==> src/rtl/video_sprite_motion_pkg.sv <==
// Shared types and offsets for the sprite motion controller.
// Holds the FSM state enum and the remote/local register offsets.
package video_sprite_motion_pkg;

  typedef enum logic [1:0] {
    IDLE = 2'd0,
    WR_X = 2'd1,
    WR_Y = 2'd2
  } state_e;

  localparam int unsigned REM_CTRL = 32'h0;
  localparam int unsigned REM_X    = 32'h4;
  localparam int unsigned REM_Y    = 32'h8;

  localparam int unsigned LOC_CTRL = 32'h0;
  localparam int unsigned LOC_XVEL = 32'h4;
  localparam int unsigned LOC_YVEL = 32'h8;

endpackage

==> src/rtl/video_sprite_motion_axis.sv <==
// One-axis position/velocity step with edge handling.
// SPRITE_MOTION_BOUNCE_EN selects bounce; otherwise the position wraps.
module video_sprite_motion_axis (
  input  logic [15:0] pos,
  input  logic [15:0] vel,
  input  logic [15:0] max,
  output logic [15:0] nxt_pos,
  output logic [15:0] nxt_vel
);

  logic signed [16:0] nxt;
  logic signed [16:0] lim;

  always_comb begin
    nxt     = $signed({1'b0, pos}) + $signed({vel[15], vel});
    lim     = $signed({1'b0, max});
    nxt_pos = nxt[15:0];
    nxt_vel = vel;
    if (nxt < 0) begin
`ifdef SPRITE_MOTION_BOUNCE_EN
      nxt_pos = '0;
      nxt_vel = -vel;
`else
      nxt_pos = max;
`endif
    end else if (nxt > lim) begin
`ifdef SPRITE_MOTION_BOUNCE_EN
      nxt_pos = max;
      nxt_vel = -vel;
`else
      nxt_pos = '0;
`endif
    end
  end

endmodule

==> src/rtl/video_sprite_motion_ctrl.sv <==
// Sprite motion controller: CPU passthrough plus per-frame x/y writes.
// Edge behaviour set by SPRITE_MOTION_BOUNCE_EN (bounce) or wrap by default.
module video_sprite_motion_ctrl
  import video_sprite_motion_pkg::*;
#(
  parameter int ADDR_W       = 13,
  parameter int H_DISPLAY    = 640,
  parameter int V_DISPLAY    = 480,
  parameter int SPRITE_HSIZE = 32,
  parameter int SPRITE_VSIZE = 32,
  parameter int X_ORIGIN     = 0,
  parameter int Y_ORIGIN     = 0,
  parameter int X_VEL        = 1,
  parameter int Y_VEL        = 1
) (
  input  logic              clk,
  input  logic              rst,
  input  logic              avs_write,
  input  logic [ADDR_W:0]   avs_address,
  input  logic [31:0]       avs_writedata,
  input  logic              frame_tick,
  output logic              avm_write,
  output logic [ADDR_W-1:0] avm_address,
  output logic [31:0]       avm_writedata
);

  localparam logic [ADDR_W-1:0] A_X    = ADDR_W'(REM_X);
  localparam logic [ADDR_W-1:0] A_Y    = ADDR_W'(REM_Y);
  localparam logic [ADDR_W-1:0] L_CTRL = ADDR_W'(LOC_CTRL);
  localparam logic [ADDR_W-1:0] L_XV   = ADDR_W'(LOC_XVEL);
  localparam logic [ADDR_W-1:0] L_YV   = ADDR_W'(LOC_YVEL);
  localparam logic [15:0] MAX_X = 16'(H_DISPLAY - SPRITE_HSIZE);
  localparam logic [15:0] MAX_Y = 16'(V_DISPLAY - SPRITE_VSIZE);

  state_e            state_q, state_d;
  logic [15:0]       pos_x_q, pos_x_d;
  logic [15:0]       pos_y_q, pos_y_d;
  logic [15:0]       x_vel_q, x_vel_d;
  logic [15:0]       y_vel_q, y_vel_d;
  logic              en_q, en_d;
  logic [15:0]       nx_pos, nx_vel;
  logic [15:0]       ny_pos, ny_vel;
  logic              pt_wr, loc_wr;
  logic [ADDR_W-1:0] off;

  assign off    = avs_address[ADDR_W-1:0];
  assign pt_wr  = avs_write & ~avs_address[ADDR_W];
  assign loc_wr = avs_write &  avs_address[ADDR_W];

  video_sprite_motion_axis u_axis_x (
    .pos     (pos_x_q),
    .vel     (x_vel_q),
    .max     (MAX_X),
    .nxt_pos (nx_pos),
    .nxt_vel (nx_vel)
  );

  video_sprite_motion_axis u_axis_y (
    .pos     (pos_y_q),
    .vel     (y_vel_q),
    .max     (MAX_Y),
    .nxt_pos (ny_pos),
    .nxt_vel (ny_vel)
  );

  always_comb begin
    state_d       = state_q;
    pos_x_d       = pos_x_q;
    pos_y_d       = pos_y_q;
    x_vel_d       = x_vel_q;
    y_vel_d       = y_vel_q;
    en_d          = en_q;
    avm_write     = 1'b0;
    avm_address   = '0;
    avm_writedata = '0;

    if (loc_wr) begin
      unique case (1'b1)
        (off == L_CTRL): en_d    = avs_writedata[0];
        (off == L_XV):   x_vel_d = avs_writedata[15:0];
        (off == L_YV):   y_vel_d = avs_writedata[15:0];
        default: ;
      endcase
    end

    // CPU owns the bus; a CPU write of the pending axis retires that step
    if (pt_wr) begin
      avm_write     = 1'b1;
      avm_address   = off;
      avm_writedata = avs_writedata;
      if (off == A_X) pos_x_d = avs_writedata[15:0];
      if (off == A_Y) pos_y_d = avs_writedata[15:0];
      if (state_q == WR_X && off == A_X) state_d = WR_Y;
      if (state_q == WR_Y && off == A_Y) state_d = IDLE;
    end else if (!rst) begin
      unique case (state_q)
        IDLE: begin
          if (frame_tick && en_q) begin
            pos_x_d = nx_pos;
            x_vel_d = nx_vel;
            pos_y_d = ny_pos;
            y_vel_d = ny_vel;
            state_d = WR_X;
          end
        end
        WR_X: begin
          avm_write     = 1'b1;
          avm_address   = A_X;
          avm_writedata = {16'b0, pos_x_q};
          state_d       = WR_Y;
        end
        WR_Y: begin
          avm_write     = 1'b1;
          avm_address   = A_Y;
          avm_writedata = {16'b0, pos_y_q};
          state_d       = IDLE;
        end
        default: state_d = IDLE;
      endcase
    end
  end

  always_ff @(posedge clk) begin
    if (rst) begin
      state_q <= IDLE;
      pos_x_q <= 16'(X_ORIGIN);
      pos_y_q <= 16'(Y_ORIGIN);
      x_vel_q <= 16'(X_VEL);
      y_vel_q <= 16'(Y_VEL);
      en_q    <= 1'b0;
    end else begin
      state_q <= state_d;
      pos_x_q <= pos_x_d;
      pos_y_q <= pos_y_d;
      x_vel_q <= x_vel_d;
      y_vel_q <= y_vel_d;
      en_q    <= en_d;
    end
  end

endmodule

==> config.mk <==
export PLATFORM = sky130hd
export DESIGN_NAME = video_sprite_motion_ctrl
export DESIGN_NICKNAME = d
export VERILOG_FILES = /design/src/rtl/video_sprite_motion_pkg.sv /design/src/rtl/video_sprite_motion_axis.sv /design/src/rtl/video_sprite_motion_ctrl.sv
export SDC_FILE = /design/constraint.sdc
export NUM_CORES = 1
export LEC_CHECK = 0
export BUFFER_PORTS_ARGS = -buffer_cell sky130_fd_sc_hd__buf_2
export CORE_MARGIN = 2
export CORE_UTILIZATION = 45
export DETAILED_ROUTE_END_ITERATION = 12
export PLACE_DENSITY = 0.71
export SLEW_MARGIN = 20
export SYNTH_ARGS = -nofsm -noshare
export SYNTH_HDL_FRONTEND = slang
export SYNTH_SLANG_ARGS = --single-unit
==> constraint.sdc <==
create_clock -name clk -period 3.2 [get_ports clk]
set_clock_uncertainty 0.15 [all_clocks]
set_input_delay 0.16 -clock clk [delete_from_list [all_inputs] [get_ports clk]]
set_output_delay 0.16 -clock clk [all_outputs]
set_load 0.03 [all_outputs]
==> results.md, run 1 <==
- Peak Freq: 320 MHz
- Post-DP HPWL: 11.3 mm
- Via density: 5.77
- Logic gate share of total power: 0.111
- Initial DRC count: 502
- Sink Count: 67
- Largest net degree at the start of global routing: 72
- Final #Nets: 855
- CP Capture Type: flop
- Cell area power density: 303 nW/um^2
- Sw power: 0.000474 W
- Clock Tree Buf Depth: 2
- Internal: 0.00139 W
- Cell Area, Synth: 4930 sq um
- Hold WC Path Type: in2reg
- Clock power share: 0.441
- Static Leak: 2.51 nW
- Synthesized net count: 746
- Die Y: 109 um
- Gpl congestion: 0.932
- Worst slack at placement: -0.0689 ns
- Initial cell density of the core: 0.459
- ANT cells: 0
- Placed insts: 875
- Initial antenna violation count: 0
- Worst Setup Slack, final: 0.0743 ns
- Final Hold Fails: 0
- Pre-antenna DRT Iters: 8
- Net Sw Frac: 0.255
- Aggregate global-route resource usage: 0.248
- Vias in the first global route: 4738
- Crit-path max cell delay: 0.49 ns
- CP max FO: 3
- Grt ovf: 0
- Via Count: 5260
- First-pass GRT wire length: 23.4 mm
- Worst Tran Pin Value: 0.779 ns
- Layout Utilization: 0.573
- Final Setup Violations: 0
- Die W: 109 um
- CTS clk-pin slew, worst paths: 0.08 ns
- Antenna-violating nets left: 0
- CTS tree: built
- Layout cells sized above 1: 0.233
- YS warnings: 0
- Die Area: 11800 sq um
- Main synth FF type: dfxtp_1
- Peak VDD IR: 161 uV
- CP arrival: 3.23 ns
- WL per Instance: 16.5 um
- CTS Root Buffer Type: clkbuf_8
- DRC violations left: 0
- Final std cells w/o fill: 912
- WP data required: 3.30 ns
- Fin crit period: 3.13 ns
- WS Path Type: reg2reg
- Area delta synth->final: 24.8%
- Core Region: 10700 sq um
- Post-Synthesis Cells: 658
- I/O Buffers: 95
- # rows: 38
- Worst-Skew Late Latency: 0.36 ns
- Hold WS: 0.103 ns
- Cell Chain, Critical Path: ha_4, inv_2, fa_2, nor2b_4, o31a_4, o31ai_4, o211ai_1, and3_1, or4_4, nor4b_4, nor2_4, a2111oi_4
- Startpoint Class: flop
- Slew Viols, Final: 0
- Boundary Pins: 96
- Worst path slowest cell: or4_4
- Number of flops mapped to enable cells by yosys: 0
- H-tree levels: 3
- Flop pwr share: 0.448
- Post-synthesis sequential area ratio: 0.272
- Max-slew headroom: 0.481
- Status: complete, no violations
- CTS Buf Count: 9
- Synth Register Bits: 67
- Fillers: 1020
- Syn avg cell area: 7.50 sq um
- Final Cycle Share: 0.977
- RSZ-0062 raised after global routing: yes
- Routed wire length: 15.1 mm
- # Max-Cap Violations: 0
- Post-synthesis async set-or-reset flop share: 0
- Area after DPL: 5570 sq um
- Final instance area: 6150 sq um
- Distinct cell type count after synthesis: 64
critical path, delay by kind of cell (launching register included):
family                     cells  cell delay, ns
buffers and inverters          1            0.05
and+or+nand+nor                5            1.15
AOI/OAI and AO/OA              4            0.95
DFF                            1            0.34
adders and majority gates      2            0.39
cells in the mapped netlist, types with 3 or more instances:
master / n / area [sq um]
or3_1: 5 / 31.3
dfxtp_1: 67 / 1340
a31oi_1: 4 / 25.0
o21bai_1: 5 / 37.5
a22oi_1: 17 / 128
o21a_1: 7 / 52.6
xor2_1: 11 / 96.3
o211ai_1: 6 / 45.0
mux2i_1: 4 / 40.0
a211o_1: 3 / 26.3
a21oi_1: 78 / 390
nor3_1: 9 / 45.0
o21ai_0: 34 / 170
nand3b_1: 10 / 75.1
a221oi_1: 3 / 26.3
inv_1: 14 / 52.6
o31ai_1: 4 / 30.0
a311oi_1: 8 / 70.1
xnor2_1: 8 / 70.1
nand3_1: 22 / 110
nor3b_1: 4 / 30.0
nand2b_1: 5 / 31.3
a21o_1: 9 / 67.6
ha_1: 36 / 450
clkbuf_1: 31 / 116
nand2_1: 116 / 435
a21boi_0: 3 / 22.5
nor2_1: 42 / 158
o22ai_1: 8 / 50.1
nor4_1: 5 / 31.3
nor2b_1: 3 / 18.8
a211oi_1: 6 / 45.0
and3_1: 5 / 31.3
and2_1: 29 / 181
path summary, 6_finish.rpt:
path / start / slack [ns] / cells after the start / to
worst max-delay path: pos_x_q[0] / 0.07 / 12 / pos_x_q[5]
worst min-delay path: avs_address[3] / 0.10 / 4 / en_q
worst max register to register: pos_x_q[0] / 0.07 / 12 / pos_x_q[5]
worst min register to register: y_vel_q[12] / 0.31 / 2 / y_vel_q[12]
cells by family after synthesis:
family	Yosys count	synth area share
AND/OR/NAND/NOR	272	0.273
AO/OA/AOI/OAI	209	0.272
flip-flops	67	0.272
buffers and inverters	49	0.0413
adder cells (fa/ha/maj)	38	0.0994
XOR/XNOR	19	0.0337
multiplexers	4	0.00812
registers in the layout, summed over array words and instances (netlist names):
name / count
pos_y_q: 16
en_q: 1
state_q: 2
x_vel_q: 16
pos_x_q: 16
y_vel_q: 16
through the flow:
stage / total power [W] / setup TNS (ns)
4_1_cts: 0.00187 / 0
2_1_floorplan: 0.000958 / 0
3_5_place_dp: 0.00104 / -0.377
6_report: 0.00186 / 0
3_3_place_gp: 0.00104 / 0
5_1_grt: 0.00190 / -0.755
area by class of cell:
class / instances / area, sq um / share of cell area
timing repair buffer: 133 / 802 / 0.130
clock buffer: 11 / 151 / 0.0246
sequential: 67 / 1350 / 0.219
multi-input combinational: 542 / 3540 / 0.575
inverter: 14 / 52.6 / 0.00854
clock inverter: 5 / 83.8 / 0.0136
tap: 140 / 175 / 0.0285
metal layers:
metal | GRT usage | part of all wire
met1 | 0.340 | 0.45
met2 | 0.413 | 0.48
met3 | 0.0269 | 0.054
met4 | 0.0714 | 0.013
met5 | 0 | 0
power by group through the flow:
stage	Combinational (W)	Sequential, W	Clock [W]
4_1_cts	0.000204	0.000834	0.000828
5_1_grt	0.000218	0.000834	0.000852
2_1_floorplan	0.000105	0.000853	0
6_report	0.000207	0.000834	0.000821
3_3_place_gp	0.000185	0.000853	0
3_5_place_dp	0.000188	0.000853	0
what timing repair did:
| item | CTS | global route |
|---|---|---|
| setup buffers | 1 | 3 |
| setup endpoints to repair | 18 | 19 |
| cloned | 0 | 1 |
| gates resized for setup | 6 | 31 |
| pin swaps | 4 | 20 |
| hold buffers | 16 | 0 |
| hold endpoints to repair | 46 | 0 |
cells in the final DEF, fill, tap and decap left out, types with 3 or more instances in the layout:
cell | Yosys | layout
a211o_1 | 3 | 3
a211oi_1 | 6 | 5
a21o_1 | 9 | 9
a21oi_1 | 78 | 73
a21oi_2 | 0 | 5
a22oi_1 | 17 | 17
a311oi_1 | 8 | 7
a31oi_1 | 4 | 3
and2_1 | 29 | 29
and3_1 | 5 | 5
buf_2 | 0 | 96
buf_4 | 0 | 20
clkbuf_8 | 0 | 11
dfxtp_1 | 67 | 61
dfxtp_2 | 0 | 6
dlygate4sd3_1 | 0 | 16
ha_1 | 36 | 32
ha_4 | 0 | 3
inv_1 | 14 | 13
mux2i_1 | 4 | 4
nand2_1 | 116 | 115
nand2b_1 | 5 | 5
nand3_1 | 22 | 22
nand3b_1 | 10 | 10
nor2_1 | 42 | 42
nor3_1 | 9 | 8
nor3b_1 | 4 | 4
nor4_1 | 5 | 4
o211ai_1 | 6 | 6
o21a_1 | 7 | 7
o21ai_0 | 34 | 32
o21bai_1 | 5 | 5
o22ai_1 | 8 | 7
o31ai_1 | 4 | 4
or3_1 | 5 | 5
xnor2_1 | 8 | 8
xor2_1 | 11 | 11
Note: power is estimated with default switching activity, not from simulation.
==> run 2: changes to the inputs <==
--- a/config.mk
+++ b/config.mk
@@ -9,8 +9,9 @@
 export CORE_MARGIN = 2
 export CORE_UTILIZATION = 45
 export DETAILED_ROUTE_END_ITERATION = 12
-export PLACE_DENSITY = 0.71
+export PLACE_DENSITY = 0.68
 export SLEW_MARGIN = 20
 export SYNTH_ARGS = -nofsm -noshare
 export SYNTH_HDL_FRONTEND = slang
+export SYNTH_HIERARCHICAL = 1
 export SYNTH_SLANG_ARGS = --single-unit
==> run 2 against run 1 <==
  * The run now ends with setup timing left
  * Critical path depth increased by 3
  * Combinational power grew 39%
  * Via count grew 35%
  * Register-to-register slack worse by 0.70 ns
  * Synthesized cell count grew 28%
  * Flip-flop and latch count stayed put
  * Global-route usage fell by 0.21 points
  * Cell area rose by 58%
  * Clock-buffer cell count fell by 1
  * Clock power grew 22%
  * Die area grew 42%
  * Critical path type unchanged
  * Largest power group is now clock
==> results.md, run 2 <==
- Status: complete, but fails checks
- Failing checks: setup timing
- Peak Freq: 262 MHz (-18%)
- CTS Root Buffer Type: clkbuf_16
- Post-synthesis sequential area ratio: 0.189 (-0.0830)
- Hold WS: 0.00965 ns (-0.0930 ns)
- Post-synthesis async set-or-reset flop share: 0 (unchanged)
- Final instance area: 9700 sq um (+58%)
- Initial antenna violation count: 0 (unchanged)
- Gpl congestion: 0.900 (-3.4%)
- Placed insts: 1264 (+44%)
- WL per Instance: 16.1 um (-2.5%)
- Aggregate global-route resource usage: 0.246 (-0.00207)
- Grt ovf: 0 (unchanged)
- Final std cells w/o fill: 1303 (+43%)
- Post-DP HPWL: 15.7 mm (+39%)
- Distinct cell type count after synthesis: 65 (+1.6%)
- Final Hold Fails: 0 (unchanged)
- WP data required: 3.31 ns (about the same)
- RR Startpoint: pos_x_q[0]
- YS warnings: 6 (+6)
- CTS Buf Count: 9 (unchanged)
- Max-slew headroom: 0.531 (+0.0504)
- RSZ-0062 raised after global routing: yes
- Synth Register Bits: 67 (unchanged)
- Sink Count: 67 (unchanged)
- FF-to-FF setup slack: -0.62 ns (-0.70 ns)
- Dominant cell type by area after synthesis: dfxtp_1
- Peak VDD IR: 253 uV (+57%)
- Final Cycle Share: 1.20 (+0.218)
- Crit-path max cell delay: 0.37 ns (-0.12 ns)
- Synth top cells by count: 68 x a21oi_1, 68 x ha_1, 67 x dfxtp_1
- Commonest cells after routing, fill and taps aside: 165 x buf_4, 95 x buf_2, 63 x dfxtp_1
- CTS clk-pin slew, worst paths: 0.06 ns (-0.02 ns)
- Syn avg cell area: 8.43 sq um (+12%)
- Cell area power density: 219 nW/um^2 (-28%)
- Cell Chain, Critical Path: ha_4, fa_2, a211oi_4, o211ai_4, a41oi_2, xnor2_1, ha_1, nand4_1, nor3_2, a211o_1, o31a_4, nand2b_1, mux2i_2, a21oi_1, a211oi_2
- Final Setup Violations: 32 (+32)
- I/O Buffers: 95 (unchanged)
- Area after DPL: 8870 sq um (+59%)
- Number of flops mapped to enable cells by yosys: 0 (unchanged)
- Pre-antenna DRT Iters: 5 (-3)
- Startpoint Class: flop
- # rows: 45 (+18%)
- Static Leak: 4.53 nW (+81%)
- Critical path launch point: pos_x_q[0]
- CP delay by family, top: compound AO/OA/AOI/OAI gates
- Min-delay src: avs_writedata[15]
- H-tree levels: 3 (unchanged)
- CP arrival: 3.93 ns (+0.70 ns)
- Area contributors post-synth: dfxtp_1 19%, ha_1 12%, mux2i_1 8.2%
- Clock Tree Buf Depth: 2 (unchanged)
- Worst Tran Pin Value: 0.703 ns (-0.0756 ns)
- Final TNS setup: -17.58 ns (-17.58 ns)
- CTS tree: built
- Initial DRC count: 467 (-7.0%)
- Main synth FF type: dfxtp_1
- Initial cell density of the core: 0.464 (+0.00455)
- Die Area: 16800 sq um (+42%)
- # Max-Cap Violations: 0 (unchanged)
- WS Path Type: reg2reg
- First-pass GRT wire length: 33.5 mm (+43%)
- Worst-Skew Late Latency: 0.33 ns (-0.03 ns)
- Post-Synthesis Cells: 842 (+28%)
- Slew Viols, Final: 0 (unchanged)
- Worst path slowest cell: fa_2
- Via density: 5.43 (-5.9%)
- DRC violations left: 0 (unchanged)
- CP max FO: 8 (+5)
- Fin crit period: 3.82 ns (+0.698 ns)
- Boundary Pins: 96 (unchanged)
- Commonest non-fill, non-tap cell in the layout: buf_4
- Yosys top cell area share: 0.189 (-0.0830)
- Antenna-violating nets left: 0 (unchanged)
- Via Count: 7075 (+35%)
- Worst Setup Slack, final: -0.624 ns (-0.698 ns)
- Final total power: 0.00212 W (+14%)
- Die W: 130 um (+19%)
- Final #Nets: 1207 (+41%)
- Die Y: 130 um (+19%)
- Worst Path Buf+Inv: 0 (-1)
- Cell Area, Synth: 7100 sq um (+44%)
- Largest net degree at the start of global routing: 48 (-33%)
- CP Capture Type: flop
- Area delta synth->final: 36.7%
- Core Region: 15300 sq um (+43%)
- Layout cells sized above 1: 0.368 (+0.135)
- Vias in the first global route: 6758 (+43%)
- ANT cells: 0 (unchanged)
- Routed wire length: 21.0 mm (+39%)
- Hold WC Path Type: in2reg
## run 2: report_power, final
part           switching, W  internal [W]
sequential      0.000000588      0.000835
clock              0.000376      0.000622
combinational      0.000192     0.0000954
total              0.000569       0.00155
## run 2: timing repair
item	CTS	global route
pin swaps	49	16
gates cloned	2	0
endpoints found under the setup margin	32	32
endpoints found under the hold margin	7	0
hold buffers	5	0
setup buffers	15	1
gates resized for setup	41	21
## run 2: cell type report
type | count | area (sq um)
clock buffers | 10 | 239
clock inverters | 6 | 65.1
inverters | 47 | 176
repair buffers | 269 | 1830
well taps | 211 | 264
multi-input cells | 693 | 5790
fillers | 1305 | 5610
flip-flops and latches | 67 | 1350
## run 2: path summary, 6_finish.rpt
kind	end	cells past startpoint
setup / recovery	pos_x_q[3]	15
hold / removal	y_vel_q[15]	3
setup reg to reg	pos_x_q[3]	15
hold reg to reg	y_vel_q[13]	1
## run 2: cells by family (layout without fill, tap and decap cells)
| group | count (synthesis) | count (layout) | share of synthesized area |
|---|---|---|---|
| XOR/XNOR | 24 | 24 | 0.0296 |
| other | 2 | 40 | 0.00106 |
| AND/OR/NAND/NOR | 238 | 238 | 0.198 |
| adder cells (fa/ha/maj) | 70 | 70 | 0.125 |
| flip-flops | 67 | 67 | 0.189 |
| multiplexers | 69 | 69 | 0.0992 |
| buffers and inverters | 121 | 332 | 0.0908 |
| AO/OA/AOI/OAI | 251 | 252 | 0.266 |
## run 2: worst reg2reg max path, stage by stage (launching register included)
cell and delay (ns):
dfxtp_2 0.33, ha_4 0.16, fa_2 0.37, a211oi_4 0.34, o211ai_4 0.15, a41oi_2 0.21, xnor2_1 0.16, ha_1 0.28
nand4_1 0.16, nor3_2 0.08, a211o_1 0.30, o31a_4 0.34, nand2b_1 0.17, mux2i_2 0.22, a21oi_1 0.12, a211oi_2 0.20
## run 2: routing by layer
metal | global-route usage | part of all wire | vias up
li1 | - | - | 3549
met1 | 0.328 | 0.47 | 3354
met2 | 0.415 | 0.48 | 132
met3 | 0.0285 | 0.029 | 40
met4 | 0.0810 | 0.022 | 0
met5 | 0 | 0 | -
## run 2: through the flow
| step | util | setup WS, ns |
|---|---|---|
| after global routing | 0.634 | -0.743 |
| final | 0.634 | -0.624 |
| after detailed placement | 0.579 | -0.718 |
| after global placement | 0.579 | -0.627 |
| after floorplan | - | -0.371 |
| after CTS | 0.625 | -0.536 |
==> run 3: changes to the inputs <==
--- a/config.mk
+++ b/config.mk
@@ -9,6 +9,7 @@
 export CORE_MARGIN = 2
 export CORE_UTILIZATION = 45
 export DETAILED_ROUTE_END_ITERATION = 12
+export HOLD_SLACK_MARGIN = 0.12
 export PLACE_DENSITY = 0.68
 export SLEW_MARGIN = 20
 export SYNTH_ARGS = -nofsm -noshare
==> run 3 against run 2 <==
  * The flow still finishes with violations (setup timing)
  * Power up 0.46%
  * Via count increased by 0.71%
  * Cell area is 1.2% higher
  * Critical path type unchanged
  * Worst setup slack lost 0.010 ns
  * Sequential power about the same
==> results.md, run 3 (synthesis results as in run 2) <==
- Final Hold Fails: 0 (unchanged)
- H-tree levels: 3 (unchanged)
- Slew Viols, Final: 0 (unchanged)
- WS Path Type: reg2reg
- First-pass GRT wire length: 33.7 mm (+0.80%)
- Die Y: 130 um (unchanged)
- Initial DRC count: 521 (+12%)
- Cell area power density: 217 nW/um^2 (-0.77%)
- CP arrival: 3.94 ns (about the same)
- Final #Nets: 1219 (+0.99%)
- Final instance area: 9820 sq um (+1.2%)
- CP delay by family, top: compound AO/OA/AOI/OAI gates
- Hold WC Path Type: in2reg
- Via Count: 7125 (+0.71%)
- Area after DPL: 8870 sq um (unchanged)
- Layout Utilization: 0.641 (+0.00784)
- Placed insts: 1264 (unchanged)
- Worst Path Buf+Inv: 0 (unchanged)
- CP Capture Type: flop
- Startpoint Class: flop
- Initial cell density of the core: 0.464 (unchanged)
- Cell Chain, Critical Path: ha_4, fa_2, a211oi_4, o211ai_4, a41oi_2, xnor2_1, ha_1, nand4_1, nor3_2, a211o_1, o31a_4, nand2b_1, mux2i_2, a21oi_1, a211oi_2
- RSZ-0062 raised after global routing: yes
- Failing checks: setup timing
- CP max FO: 8 (unchanged)
- CTS tree: built
- Via density: 5.42 (-0.21%)
- CTS Root Buffer Type: clkbuf_16
- Clock Tree Buf Depth: 2 (unchanged)
- Final TNS setup: -17.62 ns (-0.0386 ns)
- Peak VDD IR: 254 uV (+0.40%)
- CTS clk-pin slew, worst paths: 0.06 ns (about the same)
- Fin crit period: 3.83 ns (+0.0104 ns)
- Hold WS: 0.155 ns (+0.145 ns)
- Aggregate global-route resource usage: 0.248 (+0.00173)
- Pre-antenna DRT Iters: 5 (unchanged)
- Die W: 130 um (unchanged)
- Worst-Skew Late Latency: 0.34 ns (about the same)
- Final Cycle Share: 1.20 (+0.00326)
- Final std cells w/o fill: 1315 (+0.92%)
- Boundary Pins: 96 (unchanged)
- Gpl congestion: 0.900 (unchanged)
- Commonest non-fill, non-tap cell in the layout: buf_4
- Post-DP HPWL: 15.7 mm (unchanged)
- Worst path slowest cell: fa_2
- Crit-path max cell delay: 0.37 ns (about the same)
- Core Region: 15300 sq um (unchanged)
- Area delta synth->final: 38.4%
- Initial antenna violation count: 0 (unchanged)
- # Max-Cap Violations: 0 (unchanged)
- I/O Buffers: 95 (unchanged)
- Vias in the first global route: 6783 (+0.37%)
- Worst Setup Slack, final: -0.635 ns (-0.0104 ns)
- Commonest cells after routing, fill and taps aside: 165 x buf_4, 95 x buf_2, 63 x dfxtp_1
- Final Setup Violations: 32 (unchanged)
- Status: complete, but fails checks
- Layout cells sized above 1: 0.364 (-0.00400)
- Sink Count: 67 (unchanged)
- Die Area: 16800 sq um (unchanged)
- ANT cells: 0 (unchanged)
- DRC violations left: 0 (unchanged)
- CTS Buf Count: 9 (unchanged)
- # rows: 45 (unchanged)
- Routed wire length: 21.1 mm (+0.81%)
- WP data required: 3.31 ns (about the same)
- Max-slew headroom: 0.533 (+0.00182)
- Grt ovf: 0 (unchanged)
- Antenna-violating nets left: 0 (unchanged)
- Worst Tran Pin Value: 0.701 ns (-0.00273 ns)
- WL per Instance: 16.1 um (-0.11%)
- Static Leak: 4.58 nW (+1.2%)
- Peak Freq: 261 MHz (-0.27%)
- Largest net degree at the start of global routing: 48 (unchanged)
[run 3: worst register-to-register path: stages (launching register included)]
cell,delay (ns)
dfxtp_2,0.33
ha_4,0.16
fa_2,0.37
a211oi_4,0.34
o211ai_4,0.16
a41oi_2,0.21
xnor2_1,0.16
ha_1,0.28
nand4_1,0.17
nor3_2,0.08
a211o_1,0.30
o31a_4,0.34
nand2b_1,0.17
mux2i_2,0.22
a21oi_1,0.13
a211oi_2,0.20
[run 3: final timing paths]
path                                  from         end  slack (ns)  depth (start not counted)
worst min-delay path                   rst  pos_y_q[6]        0.15                          2
worst max register to register  pos_x_q[0]  pos_x_q[3]       -0.63                         15
worst min register to register  y_vel_q[9]  y_vel_q[9]        0.35                          1
worst max-delay path            pos_x_q[0]  pos_x_q[3]       -0.63                         15
[run 3: where the power goes]
group / internal [W] / switching (W) / total [W]
Clock: 0.000622 / 0.000375 / 0.000997
Combinational: 0.000104 / 0.000194 / 0.000298
Sequential: 0.000835 / 0.000000636 / 0.000836
Total: 0.00156 / 0.000570 / 0.00213
[run 3: per-stage QoR]
| stage | power (W) | worst slack, ns |
|---|---|---|
| after floorplan | 0.00102 | -0.371 |
| after global placement | 0.00112 | -0.627 |
| after detailed placement | 0.00112 | -0.718 |
| after CTS | 0.00213 | -0.536 |
| after global routing | 0.00219 | -0.743 |
| final | 0.00213 | -0.635 |
[run 3: layer usage]
layer | vias to the layer above | share of wire | track usage
met4 | 0 | 0.019 | 0.0753
met5 | - | 0 | 0
met3 | 35 | 0.027 | 0.0260
met1 | 3367 | 0.47 | 0.331
met2 | 144 | 0.48 | 0.421
li1 | 3579 | - | -
[run 3: area by class of cell]
cell class | instances | area [sq um]
clock inverters | 6 | 65.1
repair buffers | 281 | 1950
fillers | 1292 | 5490
multi-input cells | 693 | 5790
inverters | 47 | 176
flip-flops and latches | 67 | 1350
well taps | 211 | 264
clock buffers | 10 | 239
[run 3: timing repair]
| item | in CTS | in global routing |
|---|---|---|
| setup buffers | 15 | 1 |
| endpoints found under the setup margin | 32 | 32 |
| hold buffers | 17 | 0 |
| hold endpoints to repair | 33 | 0 |
| gates resized for setup | 41 | 21 |
| gates cloned | 2 | 0 |
| pin swaps | 49 | 16 |
